$ cat config.mk
export PLATFORM = sky130hd
export DESIGN_NAME = memacc_rx_q_flat
export DESIGN_NICKNAME = d
export VERILOG_FILES = /design/src/rtl/memacc_pkg.sv /design/src/rtl/memacc_rx_q_if.sv /design/src/rtl/memacc_ldq.sv /design/src/rtl/memacc_rx_q.sv /design/src/flat_wrapper.sv
export SDC_FILE = /design/constraint.sdc
export NUM_CORES = 1
export LEC_CHECK = 0
export BUFFER_PORTS_ARGS = -buffer_cell sky130_fd_sc_hd__clkbuf_2
export CAP_MARGIN = 20
export CORE_UTILIZATION = 33
export DETAILED_ROUTE_END_ITERATION = 7
export GPL_TIMING_DRIVEN = 1
export PLACE_DENSITY_LB_ADDON = 0.05
export SLEW_MARGIN = 0
export SYNTH_ARGS = -nofsm -noshare
export SYNTH_HDL_FRONTEND = slang
export SYNTH_SLANG_ARGS = --single-unit
$ cat constraint.sdc
create_clock -name clk -period 3.7 [get_ports clk]
set_input_delay 0.185 -clock clk [delete_from_list [all_inputs] [get_ports clk]]
set_output_delay 0.185 -clock clk [all_outputs]
set_load 0.01 [all_outputs]
$ cat src/rtl/memacc_pkg.sv
// Shared types and helpers for the load-return queue: access-size and
// FSM state encodings, the alignment check and the lane extract/extend.
package memacc_pkg;

  typedef enum logic [1:0] {
    SCOPE_BYTE  = 2'b00,
    SCOPE_HALF  = 2'b01,
    SCOPE_WORD  = 2'b10,
    SCOPE_DWORD = 2'b11
  } scope_e;

  typedef enum logic [1:0] {
    ST_IDLE = 2'b00,
    ST_WAIT = 2'b01,
    ST_MISS = 2'b10
  } state_e;

  // True when the access cannot be served from one aligned lane
  // (dword is also illegal on a 32-bit line).
  function automatic logic is_misaligned(input logic [1:0] scope,
                                         input logic [2:0] lsb,
                                         input int         xlen);
    logic bad;
    case (scope)
      SCOPE_BYTE:  bad = 1'b0;
      SCOPE_HALF:  bad = lsb[0];
      SCOPE_WORD:  bad = (lsb[1:0] != 2'b00);
      SCOPE_DWORD: bad = (lsb != 3'b000) || (xlen == 32);
      default:     bad = 1'b1;
    endcase
    return bad;
  endfunction

  // Pick the addressed lane out of a memory line and sign/zero extend it.
  // Big-endian puts byte 0 at the top of the line, so the field's low bit
  // sits at xlen - 8*lsb - width; little-endian puts it at 8*lsb.
  function automatic logic [63:0] lane_extend(input logic [63:0] line,
                                              input int          xlen,
                                              input logic        big_endian,
                                              input logic [1:0]  scope,
                                              input logic        sgn,
                                              input logic [2:0]  lsb);
    logic [6:0]  width_bits;
    logic [6:0]  lo;
    logic [63:0] shifted;
    logic [63:0] res;
    case (scope)
      SCOPE_BYTE:  width_bits = 7'd8;
      SCOPE_HALF:  width_bits = 7'd16;
      SCOPE_WORD:  width_bits = 7'd32;
      SCOPE_DWORD: width_bits = 7'd64;
      default:     width_bits = 7'd8;
    endcase
    if (big_endian) begin
      lo = 7'(xlen) - {1'b0, lsb, 3'b000} - width_bits;
    end else begin
      lo = {1'b0, lsb, 3'b000};
    end
    shifted = line >> lo;
    case (scope)
      SCOPE_BYTE:  res = {{56{sgn & shifted[7]}},  shifted[7:0]};
      SCOPE_HALF:  res = {{48{sgn & shifted[15]}}, shifted[15:0]};
      SCOPE_WORD:  res = {{32{sgn & shifted[31]}}, shifted[31:0]};
      SCOPE_DWORD: res = shifted;
      default:     res = 64'd0;
    endcase
    return res;
  endfunction

endpackage

$ cat src/rtl/memacc_rx_q_if.sv
// Handshake bundle between the load pipeline / memory side and the queue.
interface memacc_rx_q_if #(
  parameter int XLEN  = 32,
  parameter int TAG_W = 5
);
  localparam int AW = $clog2(XLEN / 8);

  logic             flush_i;
  logic             req_valid_i;
  logic             req_ready_o;
  logic [1:0]       req_scope_i;
  logic             req_signed_i;
  logic [AW-1:0]    req_lsb_i;
  logic [TAG_W-1:0] req_tag_i;
  logic             rsp_valid_i;
  logic             rsp_ready_o;
  logic [XLEN-1:0]  rsp_data_i;
  logic             rsp_miss_i;
  logic             out_valid_o;
  logic             out_ready_i;
  logic [XLEN-1:0]  out_data_o;
  logic [TAG_W-1:0] out_tag_o;
  logic             out_err_o;
  logic             stall_req_o;

  modport slave (
    input  flush_i, req_valid_i, req_scope_i, req_signed_i, req_lsb_i, req_tag_i,
           rsp_valid_i, rsp_data_i, rsp_miss_i, out_ready_i,
    output req_ready_o, rsp_ready_o, out_valid_o, out_data_o, out_tag_o,
           out_err_o, stall_req_o
  );

  modport master (
    output flush_i, req_valid_i, req_scope_i, req_signed_i, req_lsb_i, req_tag_i,
           rsp_valid_i, rsp_data_i, rsp_miss_i, out_ready_i,
    input  req_ready_o, rsp_ready_o, out_valid_o, out_data_o, out_tag_o,
           out_err_o, stall_req_o
  );
endinterface

$ cat src/rtl/memacc_ldq.sv
// Pending-load FIFO. Pointers carry one extra wrap bit so full and empty
// are distinguishable; no bypass from push to pop.
module memacc_ldq #(
  parameter int DEPTH = 4,
  parameter int W     = 8
) (
  input  logic                   clk,
  input  logic                   rst,
  input  logic                   clr,
  input  logic                   push,
  input  logic [W-1:0]           din,
  input  logic                   pop,
  output logic [W-1:0]           dout,
  output logic                   full,
  output logic                   empty,
  output logic [$clog2(DEPTH):0] count
);
  localparam int PW   = $clog2(DEPTH);
  localparam int PTRW = PW + 1;

  logic [W-1:0]    mem_r [DEPTH];
  logic [PTRW-1:0] wr_ptr_r;
  logic [PTRW-1:0] rd_ptr_r;
  logic            do_push_s;
  logic            do_pop_s;

  assign do_push_s = push && !full;
  assign do_pop_s  = pop && !empty;

  // pointer advance; clear empties the queue without touching storage
  always_ff @(posedge clk) begin
    if (rst || clr) begin
      wr_ptr_r <= {PTRW{1'b0}};
      rd_ptr_r <= {PTRW{1'b0}};
    end else begin
      if (do_push_s) wr_ptr_r <= wr_ptr_r + PTRW'(1);
      if (do_pop_s)  rd_ptr_r <= rd_ptr_r + PTRW'(1);
    end
  end

  // entry storage write
  always_ff @(posedge clk) begin
    if (do_push_s && !clr && !rst) mem_r[wr_ptr_r[PW-1:0]] <= din;
  end

  assign count = wr_ptr_r - rd_ptr_r;
  assign empty = (wr_ptr_r == rd_ptr_r);
  assign full  = (wr_ptr_r[PW] != rd_ptr_r[PW]) &&
                 (wr_ptr_r[PW-1:0] == rd_ptr_r[PW-1:0]);
  assign dout  = mem_r[rd_ptr_r[PW-1:0]];
endmodule

$ cat src/rtl/memacc_rx_q.sv
// Load-return queue: holds issued loads, matches in-order memory responses
// to the head, extracts/extends the addressed lane and registers the
// write-back result. Misses hold the head and request a pipeline stall.
module memacc_rx_q
  import memacc_pkg::*;
#(
  parameter int XLEN       = 32,
  parameter int DEPTH      = 4,
  parameter int TAG_W      = 5,
  parameter int BIG_ENDIAN = 1,
  parameter int MISS_LIMIT = 15
) (
  input logic          clk,
  input logic          rst,
  memacc_rx_q_if.slave bus
);
  localparam int AW   = $clog2(XLEN / 8);
  localparam int EW   = 2 + 1 + AW + TAG_W;
  localparam int CW   = $clog2(MISS_LIMIT + 1);
  localparam int CNTW = $clog2(DEPTH) + 1;

  logic [EW-1:0]    push_entry_s;
  logic [EW-1:0]    head_entry_s;
  logic             fifo_full_s;
  logic             fifo_empty_s;
  logic [CNTW-1:0]  fifo_count_s;
  logic [1:0]       hd_scope_s;
  logic             hd_signed_s;
  logic [AW-1:0]    hd_lsb_s;
  logic [TAG_W-1:0] hd_tag_s;
  logic             hd_bad_s;
  logic             out_free_s;
  logic             push_s;
  logic             rsp_fire_s;
  logic             hit_s;
  logic             miss_s;
  logic             timeout_s;
  logic             err_done_s;
  logic             pop_s;
  logic             drain_s;
  logic [XLEN-1:0]  hit_data_s;

  state_e           state_r;
  logic             stall_r;
  logic [CW-1:0]    miss_cnt_r;
  logic             out_valid_r;
  logic [XLEN-1:0]  out_data_r;
  logic [TAG_W-1:0] out_tag_r;
  logic             out_err_r;

  assign push_entry_s = {bus.req_scope_i, bus.req_signed_i, bus.req_lsb_i, bus.req_tag_i};
  assign {hd_scope_s, hd_signed_s, hd_lsb_s, hd_tag_s} = head_entry_s;

  memacc_ldq #(.DEPTH(DEPTH), .W(EW)) u_ldq (
    .clk   (clk),
    .rst   (rst),
    .clr   (bus.flush_i),
    .push  (push_s),
    .din   (push_entry_s),
    .pop   (pop_s),
    .dout  (head_entry_s),
    .full  (fifo_full_s),
    .empty (fifo_empty_s),
    .count (fifo_count_s)
  );

  // A head can only retire when the result register is free this cycle.
  assign out_free_s      = !out_valid_r || bus.out_ready_i;
  assign hd_bad_s        = is_misaligned(hd_scope_s, 3'(hd_lsb_s), XLEN);
  assign bus.req_ready_o = !fifo_full_s && !bus.flush_i;
  assign bus.rsp_ready_o = !fifo_empty_s && !bus.flush_i && out_free_s && !hd_bad_s;

  assign push_s     = bus.req_valid_i && bus.req_ready_o;
  assign rsp_fire_s = bus.rsp_valid_i && bus.rsp_ready_o;
  assign hit_s      = rsp_fire_s && !bus.rsp_miss_i;
  assign miss_s     = rsp_fire_s && bus.rsp_miss_i;
  assign timeout_s  = miss_s && (miss_cnt_r == CW'(MISS_LIMIT - 1));
  // misaligned/illegal heads retire with an error, never taking a response
  assign err_done_s = !fifo_empty_s && !bus.flush_i && out_free_s && hd_bad_s;
  assign pop_s      = hit_s || timeout_s || err_done_s;
  assign drain_s    = pop_s && !push_s && (fifo_count_s == CNTW'(1));

  assign hit_data_s = XLEN'(lane_extend(64'(bus.rsp_data_i), XLEN, (BIG_ENDIAN != 0),
                                        hd_scope_s, hd_signed_s, 3'(hd_lsb_s)));

  // result register: load on retire, hold while write-back is back-pressured
  always_ff @(posedge clk) begin
    if (rst) begin
      out_valid_r <= 1'b0;
      out_data_r  <= {XLEN{1'b0}};
      out_tag_r   <= {TAG_W{1'b0}};
      out_err_r   <= 1'b0;
    end else if (bus.flush_i) begin
      out_valid_r <= 1'b0;
    end else if (pop_s) begin
      out_valid_r <= 1'b1;
      out_data_r  <= hit_s ? hit_data_s : {XLEN{1'b0}};
      out_tag_r   <= hd_tag_s;
      out_err_r   <= !hit_s;
    end else if (bus.out_ready_i) begin
      out_valid_r <= 1'b0;
    end
  end

  // consecutive-miss counter for the current head
  always_ff @(posedge clk) begin
    if (rst || bus.flush_i || pop_s) begin
      miss_cnt_r <= {CW{1'b0}};
    end else if (miss_s) begin
      miss_cnt_r <= miss_cnt_r + CW'(1);
    end
  end

  // queue state machine; stall is raised while the head is in a miss
  always_ff @(posedge clk) begin
    if (rst || bus.flush_i) begin
      state_r <= ST_IDLE;
      stall_r <= 1'b0;
    end else begin
      case (state_r)
        ST_IDLE: begin
          if (push_s) state_r <= ST_WAIT;
          stall_r <= 1'b0;
        end
        ST_WAIT: begin
          if (pop_s) begin
            state_r <= drain_s ? ST_IDLE : ST_WAIT;
            stall_r <= 1'b0;
          end else if (miss_s) begin
            state_r <= ST_MISS;
            stall_r <= 1'b1;
          end
        end
        ST_MISS: begin
          if (pop_s) begin
            state_r <= drain_s ? ST_IDLE : ST_WAIT;
            stall_r <= 1'b0;
          end
        end
        default: begin
          state_r <= ST_IDLE;
          stall_r <= 1'b0;
        end
      endcase
    end
  end

  assign bus.out_valid_o = out_valid_r;
  assign bus.out_data_o  = out_data_r;
  assign bus.out_tag_o   = out_tag_r;
  assign bus.out_err_o   = out_err_r;
  assign bus.stall_req_o = stall_r;
endmodule

$ cat src/flat_wrapper.sv
// flat-port wrapper written by rule: the top's interface ports become plain ports
module memacc_rx_q_flat import memacc_pkg::*;
#(
  parameter int XLEN       = 32,
  parameter int DEPTH      = 4,
  parameter int TAG_W      = 5,
  parameter int BIG_ENDIAN = 1,
  parameter int MISS_LIMIT = 15
)
  (clk, rst, bus_flush_i, bus_req_valid_i, bus_req_scope_i, bus_req_signed_i, bus_req_lsb_i, bus_req_tag_i, bus_rsp_valid_i, bus_rsp_data_i, bus_rsp_miss_i, bus_out_ready_i, bus_req_ready_o, bus_rsp_ready_o, bus_out_valid_o, bus_out_data_o, bus_out_tag_o, bus_out_err_o, bus_stall_req_o);
  memacc_rx_q_if #(.XLEN(XLEN), .TAG_W(TAG_W)) bus_i ();
  input logic clk;
  input logic rst;
  input wire logic [$bits(bus_i.flush_i)-1:0] bus_flush_i;
  input wire logic [$bits(bus_i.req_valid_i)-1:0] bus_req_valid_i;
  input wire logic [$bits(bus_i.req_scope_i)-1:0] bus_req_scope_i;
  input wire logic [$bits(bus_i.req_signed_i)-1:0] bus_req_signed_i;
  input wire logic [$bits(bus_i.req_lsb_i)-1:0] bus_req_lsb_i;
  input wire logic [$bits(bus_i.req_tag_i)-1:0] bus_req_tag_i;
  input wire logic [$bits(bus_i.rsp_valid_i)-1:0] bus_rsp_valid_i;
  input wire logic [$bits(bus_i.rsp_data_i)-1:0] bus_rsp_data_i;
  input wire logic [$bits(bus_i.rsp_miss_i)-1:0] bus_rsp_miss_i;
  input wire logic [$bits(bus_i.out_ready_i)-1:0] bus_out_ready_i;
  output wire logic [$bits(bus_i.req_ready_o)-1:0] bus_req_ready_o;
  output wire logic [$bits(bus_i.rsp_ready_o)-1:0] bus_rsp_ready_o;
  output wire logic [$bits(bus_i.out_valid_o)-1:0] bus_out_valid_o;
  output wire logic [$bits(bus_i.out_data_o)-1:0] bus_out_data_o;
  output wire logic [$bits(bus_i.out_tag_o)-1:0] bus_out_tag_o;
  output wire logic [$bits(bus_i.out_err_o)-1:0] bus_out_err_o;
  output wire logic [$bits(bus_i.stall_req_o)-1:0] bus_stall_req_o;
  assign bus_i.flush_i = bus_flush_i;
  assign bus_i.req_valid_i = bus_req_valid_i;
  assign bus_i.req_scope_i = bus_req_scope_i;
  assign bus_i.req_signed_i = bus_req_signed_i;
  assign bus_i.req_lsb_i = bus_req_lsb_i;
  assign bus_i.req_tag_i = bus_req_tag_i;
  assign bus_i.rsp_valid_i = bus_rsp_valid_i;
  assign bus_i.rsp_data_i = bus_rsp_data_i;
  assign bus_i.rsp_miss_i = bus_rsp_miss_i;
  assign bus_i.out_ready_i = bus_out_ready_i;
  assign bus_req_ready_o = bus_i.req_ready_o;
  assign bus_rsp_ready_o = bus_i.rsp_ready_o;
  assign bus_out_valid_o = bus_i.out_valid_o;
  assign bus_out_data_o = bus_i.out_data_o;
  assign bus_out_tag_o = bus_i.out_tag_o;
  assign bus_out_err_o = bus_i.out_err_o;
  assign bus_stall_req_o = bus_i.stall_req_o;
  memacc_rx_q #(.XLEN(XLEN), .DEPTH(DEPTH), .TAG_W(TAG_W), .BIG_ENDIAN(BIG_ENDIAN), .MISS_LIMIT(MISS_LIMIT)) u_core (.clk(clk), .rst(rst), .bus(bus_i));
endmodule
Word level (Yosys, flattened, before mapping)
Memories as Yosys holds them, arrays and structs flattened. A register that Yosys moved wholly into a read port is not among the register bits.
Index checks and enable logic that the tools add are counted.
- magnitude comparators: 0
- div/mod/pow operators: 0
- bitwise operators: 3
- shift operators: 1
- add/sub/neg operators: 6
- multiplexer cells: 20
- multipliers: 0
- reduce and logical (&&, ||, !) cells: 39
- equality and inequality tests: 13
- operators by type and width (kind ; count):
    $pmux 32 s4 ; 1
    $mux 32 ; 1
    $shr 32x7->32 ; 1
    $pmux 7 s4 ; 1
    $logic_and 1x1->1 ; 17
    $mux 2 ; 6
    $logic_not 1->1 ; 9
    $mux 1 ; 8
    $sub 6x5->7 const A ; 1
    $sub 7x7->7 ; 1
    $add 3x1->3 const B ; 2
    $eq 2x2->1 const B ; 3
    $pmux 2 s3 ; 1
    $logic_or 1x1->1 ; 5
    $add 4x1->4 const B ; 1
    $eq 2x1->1 const B ; 2
    $eq 4x4->1 const B ; 1
    $logic_not 2->1 ; 2
    $ne 2x1->1 const B ; 2
    $pmux 1 s4 ; 1
    $reduce_and 2->1 ; 2
    $reduce_bool 2->1 ; 2
    $eq 3x1->1 const B ; 1
    $eq 3x3->1 ; 1
    other kinds (9) ; 10
- bits in read-only memories: 0
- bits in writable memories: 40
- bits in latches: 0
- input bits: 49
- memories: 1
- register bits after elaboration: 52
- logic and storage cells: 92
- output and inout port bits: 42
- memory list (memory ; depth ; bits a word ; rd ports ; clocked after memory_dff ; write ports ; line ; text):
    u_core.u_ldq.mem_r ; 4 ; 10 ; 1 ; 1 ; 1 ; memacc_ldq.sv:21 ; logic [W-1:0] mem_r [DEPTH];

Logic depth before layout (Yosys ltp)
- depth after elaboration: 15
- mapped depth: 16

Hierarchy
A second synthesis with hierarchy kept.
- cell total of the unflattened synthesis: 393
- area, all modules: 4488.1 µm²
- modules (own cells, without submodules) (module ; area an instance (µm²) ; cells an instance ; instances ; seq. area each (µm²)):
    memacc_rx_q ; 2512.4 ; 281 ; 1 ; 920.9
    memacc_ldq ; 1975.6 ; 112 ; 1 ; 1361.3

Worst setup path after synthesis
Ideal clock, no wire load.
- path type: register to register
- start: register (tool-made name)
- end: register u_core.out_data_r[22] (netlist: u_core.bus.out_data_o[22])
- clock period less this slack: 3.964 ns
- library setup time: 0.117 ns
- required time: 3.583 ns
- cell stages (with the launch flop): 17
- path buffers: 7
- setup slack: -0.264 ns
- arrival: 3.846 ns
- path through: dfxtp_1 buf_6 mux4_2 buf_2 clkbuf_1 nand2b_1 ha_1 ha_1 clkbuf_1 o21a_1 or2_2 buf_1 a41o_1 nor2b_4 buf_6 buf_6 a32o_1
- RTL lines (element ; line ; text):
    to (signal assigned) ; memacc_rx_q.sv:90 ; out_data_r <= {XLEN{1'b0}};
    to (signal assigned) ; memacc_rx_q.sv:97 ; out_data_r <= hit_s ? hit_data_s : {XLEN{1'b0}};
    to (decl) ; memacc_rx_q.sv:47 ; logic [XLEN-1:0] out_data_r;

==> reports/qor.txt <==
Crit path kind - flop to flop
Worst IR Drop VDD - 309 uV
Core area - 13300 um^2
Mux contribution to synthesized area - 9.95%
Starting density of the core - 34.2%
Final hold viol count - 0
Max-cap violations - 0
Mapped Avg Cell Area - 11.5 um^2
PD cells - 420 nW/um^2
Net Sw Frac - 23.5%
HPWL after DPL - 8270 um
Clock Path Buffers - 2
Synth async-reset ratio - 0%
PortBufs - 90
Top-area cell type share of the netlist area - 26.3%
Post-route minimum period - 3.43 ns
Gr usage total - 16.7%
Die area - 14300 um^2
Warnings from Yosys - 0
Slowest stage cell, crit path - mux4_2
Inserted Diodes - 0
R2R depth - 9
Gate Count Post-Synth - 397
Synth unique cells - 53
Crit. path cell count - 9
Worst path required time - 3.93 ns
Final setup viols - 0
Share of layout cells above drive strength 1 - 29.4%
Finished Layout Cells - 666
WHS - 0.0563 ns
Synth Cell Area - 4570 um^2
Worst Setup Start Kind - flop
#FFs+latches synth - 94
Critical path's top delay family - multiplexers
CP max stage delay - 0.56 ns
Worst-path cell chain - mux4_2, or2_4, ha_1, ha_1, mux2_2, o211ai_1, o31ai_4, nand2b_1, a32o_1
Min-Delay Path Class - input pin to flop
Initial antenna violation count - 0
Area of the multi-input gates - 2120 um^2
Psw - 546 uW
Post-CTS Hold Fix Bufs - 0
Syn_nets - 461
DR vias - 3409
Post-synth top area cell - edfxtp_1
Final wirelength - 11300 um
Main combinational cell family by area after synthesis - compound AO/OA/AOI/OAI gates
Vias in the first global route - 3384
Most frequent CP cell - ha_1
CTS Buf Count - 9
Combinational share of power - 10.5%
Post-synth top flop - dfxtp_1
CP Capture Point - u_core.bus.out_data_o[23]$_SDFFE_PP0P_
Die width - 120 um
Max Clk Rate - 292 MHz
Status - completed
Dpl cells - 649
Actual slew at the worst max-slew pin - 1.05 ns
EDFF count, synth - 40
First-pass GRT wire length - 18200 um
FF-to-FF End - u_core.bus.out_data_o[23]$_SDFFE_PP0P_
Final nets - 549
Synth area leaders - edfxtp_1, dfxtp_1, mux4_2
DR DRC count - 0
Clock root buffer - clkbuf_16
Post-Synth XOR/XNOR Area - 1.73%
Leakage Power - 0.00214 uW
GRT overflow - 0
R2r setup slk - 0.27 ns
Synthesis-to-finish area growth - 21.3%
WHS Path Cells - 1
Simple-gate share of the synthesized area - 8.74%
CTS tree - yes
Crit share post-route - 92.7%
Crit path max fanout - 9
Pwr Total - 2320 uW
Post-synthesis sequential area ratio - 50.0%
H-tree level count - 3
Register Area - 2280 um^2
Buf/Inv on CP - 0
Row Count - 42
Unrepaired setup endpoints after global routing - no
Largest net degree at the start of global routing - 33
Number of I/O pins - 91
GPL Wtd Cong - 0.781
Power share of the clock group - 42.6%
Worst-path clk slew - 0.06 ns
Setup crit end kind - flop
Final Core Density - 41.5%
Fillers - 1300
DR pass1 iterations - 4
Post-DR wirelength/cell - 17.0 um
Worst Path Arrival - 3.66 ns
Vias per cell - 5.12
Clock Sinks - 94
Slew headroom - 30.1%
Detail Route Antenna Nets - 0
Clock skew - 0.00760 ns
Worst-skew pair later-pin latency - 0.34 ns
Compound-Gate Fraction of Synth Area - 21.5%
Setup TNS - 0 ns
First DRT Iteration DRCs - 199
Flop pwr share - 46.9%
Die H - 120 um
Max Slew Vio Count - 0
Adder-cell share of the synthesized area - 4.28%
Internal - 1780 uW
## cell families (layout without fill, tap and decap cells)
kind of cell    after synthesis  after routing
fa+ha+maj                    15             15
xor+xnor                      9              9
buf+inv                      38            131
simple gates                 74             74
flops                        94             94
mux                          31             31
compound gates              136            136
## metrics by stage
stage	cell area (um^2)	worst slack, ns
3_3_place_gp	5210	0.310
6_report	5540	0.271
5_1_grt	5540	0.0687
2_1_floorplan	4610	0.0126
4_1_cts	5520	0.222
3_5_place_dp	5210	0.235
## area by class of cell
class | instances | share of cell area, %
Multi-Input combinational cell | 265 | 38.3
Clock buffer | 11 | 4.20
Inverter | 10 | 0.678
Clock inverter | 5 | 1.49
Timing Repair Buffer | 105 | 10.2
Tap cell | 176 | 3.97
Sequential cell | 94 | 41.2
## Yosys cell counts (3+ instances only)
cell,count
a32o_1,8
nand2_1,16
nor2b_1,10
a22o_1,16
o21ai_0,20
dfxtp_1,54
ha_1,14
mux4_2,10
and2_1,5
a211oi_1,8
buf_6,3
xor2_1,3
buf_1,3
nand2b_1,3
mux2i_1,18
o21a_1,3
nor2_1,17
o211ai_1,6
clkbuf_1,15
xnor2_1,6
o22ai_1,8
a31oi_1,9
a21oi_1,29
buf_2,7
edfxtp_1,40
nand3_1,8
inv_1,10
o2bb2ai_1,16
## worst reg2reg max path: cells and delay by family (launching register included)
family | cells | cell delay (ns)
simple gates | 2 | 0.60
flops | 1 | 0.48
fa+ha+maj | 2 | 0.56
mux | 2 | 0.91
compound gates | 3 | 0.77
## layout by cell type, fill, tap and decap left out, types with 5 or more instances in the layout
cell type	n
a211oi_1	8
a21oi_1	29
a22o_1	16
a31oi_1	9
a32o_1	8
and2_1	5
buf_4	15
clkbuf_16	9
clkbuf_2	90
dfxtp_1	53
edfxtp_1	40
ha_1	14
inv_1	10
mux2i_1	18
mux4_2	10
nand2_1	16
nand3_1	8
nor2_1	17
nor2b_1	10
o211ai_1	6
o21ai_0	20
o22ai_1	8
o2bb2ai_1	16
xnor2_1	6
## worst min path at each step
stage	end	start	slack, ns
floorplan	u_core.u_ldq.mem_r[0][0]$_DFFE_PP_	bus_req_tag_i[0]	0.28
global placement	u_core.u_ldq.mem_r[3][6]$_DFFE_PP_	bus_req_lsb_i[1]	0.40
detailed placement	u_core.u_ldq.mem_r[0][0]$_DFFE_PP_	bus_req_tag_i[0]	0.41
CTS	u_core.u_ldq.mem_r[0][0]$_DFFE_PP_	bus_req_tag_i[0]	0.04
global route	u_core.u_ldq.mem_r[1][6]$_DFFE_PP_	bus_req_lsb_i[1]	0.05
finish	u_core.u_ldq.mem_r[0][6]$_DFFE_PP_	bus_req_lsb_i[1]	0.06
## power by group through the flow
stage / Sequential (uW) / Clock (uW) / Combinational [uW]
after global routing: 1090 / 1050 / 269
final: 1090 / 991 / 243
after global placement: 1110 / 0 / 241
after CTS: 1090 / 1020 / 244
after floorplan: 1110 / 0 / 160
after detailed placement: 1110 / 0 / 243
## state kept, by name, summed over array words and instances, names as in the netlist, named ones only
register and count:
u_core.u_ldq.mem_r 40, u_core.bus.out_data_o 32, u_core.bus.out_tag_o 5, u_core.miss_cnt_r 4, u_core.u_ldq.rd_ptr_r 3, u_core.u_ldq.wr_ptr_r 3
u_core.state_r 2, u_core.bus.out_err_o 1, u_core.bus.out_valid_o 1, u_core.bus.stall_req_o 1
## repair_timing
action | 4_1_cts | 5_1_grt
resized for setup | 0 | 1
setup buffers | 0 | 1
setup endpoints to repair | 0 | 8
## layer usage
metal | vias to the layer above | GRT usage (%) | part of all wire, % | routed length (um)
met4 | 0 | 5.94 | 1.0 | 116
met3 | 8 | 3.75 | 3.5 | 397
met5 | - | 0 | 0 | 0
met2 | 63 | 26.9 | 49 | 5550
li1 | 1706 | - | - | -
met1 | 1632 | 21.8 | 46 | 5250
No activity file was read; power rests on OpenSTA's default activity.
